`src/rtl/two_five_rx.sv`:
```
// Serial 2-of-5 code receiver: shifts in five code bits, decodes to a digit,
// and holds the result in a one-entry ready/valid output buffer.
module two_five_rx #(
   parameter int unsigned ERR_W = 8
) (
   input  logic             clk,
   input  logic             rst_n,
   input  logic             sin,
   input  logic             sin_vld,
   input  logic             sync,
   output logic [3:0]       dout,
   output logic             dout_err,
   output logic             dout_vld,
   input  logic             dout_rdy,
   output logic             ovf,
   input  logic             clr,
   output logic [ERR_W-1:0] err_cnt
);

   localparam int unsigned SYM_W    = 5;
   localparam int unsigned CNT_W    = 3;
   localparam int unsigned DIG_W    = 4;
   localparam logic [CNT_W-1:0] LAST_BIT = CNT_W'(SYM_W - 1);
   localparam logic [DIG_W-1:0] BAD_DIG  = DIG_W'(4'hF);

   logic [CNT_W-1:0] bitcnt_q, bitcnt_d;
   logic [SYM_W-1:0] shreg_q, shreg_d;
   logic [DIG_W-1:0] dout_q, dout_d;
   logic             dout_err_q, dout_err_d;
   logic             dout_vld_q, dout_vld_d;
   logic             ovf_q, ovf_d;
   logic [ERR_W-1:0] err_cnt_q, err_cnt_d;

   logic             accept_c;
   logic             done_c;
   logic [SYM_W-1:0] code_c;
   logic [DIG_W-1:0] sym_c;
   logic             sym_err_c;
   logic             load_c;
   logic             drop_c;

   // Weights 7,4,2,1,0; every two-hot code maps to a digit, anything else is invalid.
   function automatic logic [DIG_W-1:0] decode(input logic [SYM_W-1:0] c);
      logic [DIG_W-1:0] d;
      case (c)
         5'b11000: d = DIG_W'(0);
         5'b00011: d = DIG_W'(1);
         5'b00101: d = DIG_W'(2);
         5'b00110: d = DIG_W'(3);
         5'b01001: d = DIG_W'(4);
         5'b01010: d = DIG_W'(5);
         5'b01100: d = DIG_W'(6);
         5'b10001: d = DIG_W'(7);
         5'b10010: d = DIG_W'(8);
         5'b10100: d = DIG_W'(9);
         default:  d = BAD_DIG;
      endcase
      return d;
   endfunction

   // Symbol completion and buffer arbitration.
   always_comb begin
      accept_c  = sin_vld & ~sync;
      code_c    = {shreg_q[SYM_W-2:0], sin};
      done_c    = accept_c && (bitcnt_q == LAST_BIT);
      sym_c     = decode(code_c);
      sym_err_c = (sym_c == BAD_DIG);
      load_c    = done_c && (!dout_vld_q || dout_rdy);
      drop_c    = done_c && dout_vld_q && !dout_rdy;
   end

   // Next-state logic.
   always_comb begin
      bitcnt_d   = bitcnt_q;
      shreg_d    = shreg_q;
      dout_d     = dout_q;
      dout_err_d = dout_err_q;
      dout_vld_d = dout_vld_q;
      ovf_d      = ovf_q;
      err_cnt_d  = err_cnt_q;

      if (sync) begin
         bitcnt_d = '0;
      end else if (sin_vld) begin
         shreg_d  = code_c;
         bitcnt_d = (bitcnt_q == LAST_BIT) ? '0 : bitcnt_q + CNT_W'(1);
      end

      if (load_c) begin
         dout_d     = sym_c;
         dout_err_d = sym_err_c;
         dout_vld_d = 1'b1;
      end else if (dout_vld_q && dout_rdy) begin
         dout_vld_d = 1'b0;
      end

      // clr wins over a same-edge drop or error increment.
      if (clr) begin
         ovf_d     = 1'b0;
         err_cnt_d = '0;
      end else begin
         if (drop_c) begin
            ovf_d = 1'b1;
         end
         if (done_c && sym_err_c && (err_cnt_q != {ERR_W{1'b1}})) begin
            err_cnt_d = err_cnt_q + ERR_W'(1);
         end
      end
   end

   always_ff @(posedge clk or negedge rst_n) begin
      if (!rst_n) begin
         bitcnt_q   <= '0;
         shreg_q    <= '0;
         dout_q     <= '0;
         dout_err_q <= 1'b0;
         dout_vld_q <= 1'b0;
         ovf_q      <= 1'b0;
         err_cnt_q  <= '0;
      end else begin
         bitcnt_q   <= bitcnt_d;
         shreg_q    <= shreg_d;
         dout_q     <= dout_d;
         dout_err_q <= dout_err_d;
         dout_vld_q <= dout_vld_d;
         ovf_q      <= ovf_d;
         err_cnt_q  <= err_cnt_d;
      end
   end

   assign dout     = dout_q;
   assign dout_err = dout_err_q;
   assign dout_vld = dout_vld_q;
   assign ovf      = ovf_q;
   assign err_cnt  = err_cnt_q;

endmodule
```
`config.mk`:
```
export PLATFORM = sky130hd
export DESIGN_NAME = two_five_rx
export DESIGN_NICKNAME = d
export VERILOG_FILES = /design/src/rtl/two_five_rx.sv
export SDC_FILE = /design/constraint.sdc
export NUM_CORES = 1
export LEC_CHECK = 0
export BUFFER_PORTS_ARGS = -buffer_cell sky130_fd_sc_hd__buf_2
export CORE_MARGIN = 8
export CORE_UTILIZATION = 59
export CTS_CLUSTER_SIZE = 20
export DETAILED_ROUTE_END_ITERATION = 10
export PLACE_DENSITY = 0.81
export SLEW_MARGIN = 30
export SYNTH_ARGS = -nofsm -noshare
export SYNTH_HDL_FRONTEND = slang
export SYNTH_SLANG_ARGS = --single-unit
```
`constraint.sdc`:
```
create_clock -name clk -period 3.55 [get_ports clk]
set_clock_uncertainty 0.05 [all_clocks]
set_input_delay 0.1775 -clock clk [delete_from_list [all_inputs] [get_ports clk]]
set_output_delay 0.1775 -clock clk [all_outputs]
set_load 0.01 [all_outputs]
```
==> run metrics <==
status completed; Worst-Skew Late Latency ~0.30 ns; Clk Tree Root Cell clkbuf_4; I/O pins 22; CP top delay family simple AND/OR/NAND/NOR gates; Synth Cell Area 0.00129 mm^2; nets ~170; Max-cap violations 0; PortBufs 21; via count 1013; CTS Buf Count 3; PnR worst setup slack 1.22 ns; Die H 62.8 um; sw frac 30.0%; Slew Limit Fails 0; Syn Area/Cell 9.88 um^2; reg-to-reg slack, setup 1.22 ns; min-delay worst type primary input to flop; min-delay src sync; WP data required 3.70 ns; Leakage about 0.00075 uW; die footprint 0.00395 mm^2; final WL approximately 2600 um; hold_ws 0.0192 ns; fin util 66.6%; min cycle time layout 2.33 ns; Register-to-Register Path Depth 8; Post-Syn Nets 145; critical-path cell list inv_1, ha_1, and3_2, a211o_2, a21boi_0, and3b_2, nand4_1, mux2_1; Final ANT Viol Nets 0; depth of the CTS H-tree 1; register bit total from synthesis 22; Flop pwr share 52.7%; Power Dens Cells 390 mW/mm^2; Buf/Inv on CP 1; fin area 0.00143 mm^2; vias in the first global route slightly above 1000; CP arrival 2.48 ns; Rows 17; Gate power share 23.1%; total grt overflow 0; routed length per placed instance 14.7 um; Pre-antenna DRT Iters 5; relative slew slack 66.6%; max incr delay on CP 0.41 ns; Syn-to-layout area delta 10.5%; clk sinks 22; Switching Power 167 uW; gr usage total 14.0%; Hold Crit Depth 2; core area 0.00215 mm^2; Final Hold Vio Count 0; reg2reg end err_cnt[7]$_DFFE_PN0P_; Fin Setup TNS 0 ns; largest net degree at the start of global routing 23; ANT cells 0; Crit. End Element flop; Hold EP bitcnt_q[1]$_DFFE_PN0P_; post-synthesis sequential area ratio 42.6%; post-synth cell types 37; Final HPWL DP 2030 um; Area after DPL 0.00138 mm^2; clock power share between 20 and 25%; P_int 390 uW; Residual DRC 0; Syn. warnings 0; crit path max-delay cell type dfrtp_1; clk slew on worst S/H paths 0.12 ns; DR iter-0 viols 52; drt via density roughly 5.6; layout cell share with drive strength beyond 1 about a quarter; Worst Tran Pin Value 0.501 ns; setup violators final 0; Setup CP Type flop to flop; Max clock buf depth 2; Die W between 60 and 70 um; Post-Synthesis Cells 131; Startpoint Class flop; RSZ-0062 raised after global routing false; Initial Util between 60% and 70%; Post-Place Setup Slack about 1.2 ns; final RePlAce weighted congestion 0.874; Tcrit/Tclk final 65.7%; CTS tree yes; VDD IR-drop max 0.000203 V; Critical R2R Launch shreg_q[0]$_DFFE_PN0N_; CP max FO 12; Peak Freq ~430 MHz; global-route wire length before repair 4600 um; initial antenna violation count 0
logic make-up (layout without fill, tap and decap cells):
kind of cell | count (synthesis) | after routing | synth area share (%)
fa+ha+maj | 7 | 7 | 6.77
xor+xnor | 3 | 3 | 2.61
flops | 22 | 22 | 42.6
compound gates | 28 | 28 | 14.8
mux | 10 | 10 | 8.32
buf+inv | 10 | 31 | 5.32
simple gates | 51 | 51 | 19.6
power groups by stage:
stage,Clock (uW),Sequential (uW),Combinational (uW)
after CTS,139,294,129
after floorplan,0,283,120
after global routing,151,298,147
after detailed placement,0,299,127
after global placement,0,297,122
final,135,294,129
synth_stat cells (all sizes together):
| cell | count | share of area (%) |
|---|---|---|
| xor2 | 2 | 1.9 |
| nand3b | 2 | 1.2 |
| nor2b | 1 | 0.48 |
| nand4 | 2 | 0.97 |
| a21boi | 2 | 1.5 |
| a221o | 1 | 0.77 |
| inv | 5 | 1.5 |
| nor2 | 16 | 4.6 |
| a32oi | 1 | 0.68 |
| and3b | 1 | 0.77 |
| and3 | 5 | 2.6 |
| a31oi | 3 | 1.5 |
| o21a | 1 | 0.58 |
| mux2i | 4 | 3.1 |
| ha | 7 | 6.8 |
| dlygate4sd1 | 1 | 0.68 |
| nand2 | 15 | 4.4 |
| buf | 4 | 3.2 |
| nand4b | 1 | 0.68 |
| a21oi | 8 | 3.1 |
| nand2b | 5 | 2.4 |
| and2b | 2 | 1.2 |
| a211o | 1 | 0.77 |
| o21ai | 6 | 2.3 |
| a21bo | 2 | 1.5 |
| a31o | 2 | 1.4 |
| nand3 | 1 | 0.39 |
| dfrtp | 22 | 43 |
| a32o | 1 | 0.77 |
| xnor2 | 1 | 0.68 |
| mux2 | 6 | 5.2 |
sequential cells by signal, indices dropped and copies added, names as in the netlist:
| register | cells |
|---|---|
| bitcnt_q | 3 |
| dout | 4 |
| shreg_q | 4 |
| dout_err | 1 |
| err_cnt | 8 |
| ovf | 1 |
| dout_vld | 1 |
metal layers:
| metal | up-vias | track usage (%) | wire length, um |
|---|---|---|---|
| li1 | 497 | - | - |
| met1 | 493 | 16.0 | 1130 |
| met2 | 21 | 25.1 | 1410 |
| met3 | 2 | 3.41 | 89 |
| met4 | 0 | 4.27 | 16 |
| met5 | - | 0 | 0 |
repair_timing:
item	in CTS	in global routing
buffers inserted	0	0
hold buffers	1	0
gates resized for setup	0	0
hold endpoints to repair	22	0
area by class of cell:
class	count	area [um^2]
sequential	22	551
inverter	5	18.8
clock buffer	4	36.3
timing repair buffer	22	115
fill	171	718
tap	28	35.0
multi-input combinational	99	674
stage by stage:
step / power [uW] / cells
after floorplan: 403 / 131
after global placement: 419 / 175
after detailed placement: 426 / 175
after CTS: 562 / 180
after global routing: 596 / 180
final: 557 / 180
worst max-delay path by stage:
stage / from / to / slack (ns) / cells after the start
2_1_floorplan: shreg_q[0]$_DFFE_PN0N_ / err_cnt[5]$_DFFE_PN0P_ / 1.53 / 8
3_3_place_gp: shreg_q[0]$_DFFE_PN0N_ / err_cnt[5]$_DFFE_PN0P_ / 1.33 / 8
3_5_place_dp: shreg_q[0]$_DFFE_PN0N_ / err_cnt[7]$_DFFE_PN0P_ / 1.23 / 8
4_1_cts: shreg_q[0]$_DFFE_PN0N_ / err_cnt[7]$_DFFE_PN0P_ / 1.22 / 8
5_1_grt: shreg_q[0]$_DFFE_PN0N_ / err_cnt[7]$_DFFE_PN0P_ / 1.08 / 8
6_report: shreg_q[0]$_DFFE_PN0N_ / err_cnt[7]$_DFFE_PN0P_ / 1.22 / 8
cells in the final DEF, fill, tap and decap left out:
cell type      instances
xor2_1                 1
nor2_1                16
nor2b_1                1
a21boi_2               1
nand2_1               15
o21ai_0                6
clkbuf_8               1
a21bo_2                2
inv_1                  5
nand4b_1               1
mux2i_1                4
and3_1                 3
nand4_1                2
nand3b_1               2
o21a_1                 1
a211o_2                1
a21oi_1                8
dfrtp_1               22
nand2b_1               5
a32o_1                 1
dlygate4sd3_1          1
a31o_2                 1
mux2_1                 2
a21boi_0               1
a31o_1                 1
xor2_2                 1
nand3_1                1
buf_2                 21
a221o_1                1
and3_2                 2
a31oi_1                3
clkbuf_4               3
mux2_2                 4
and2b_1                2
and3b_2                1
xnor2_1                1
a32oi_1                1
ha_1                   7
(Power assumes the default switching activity.)
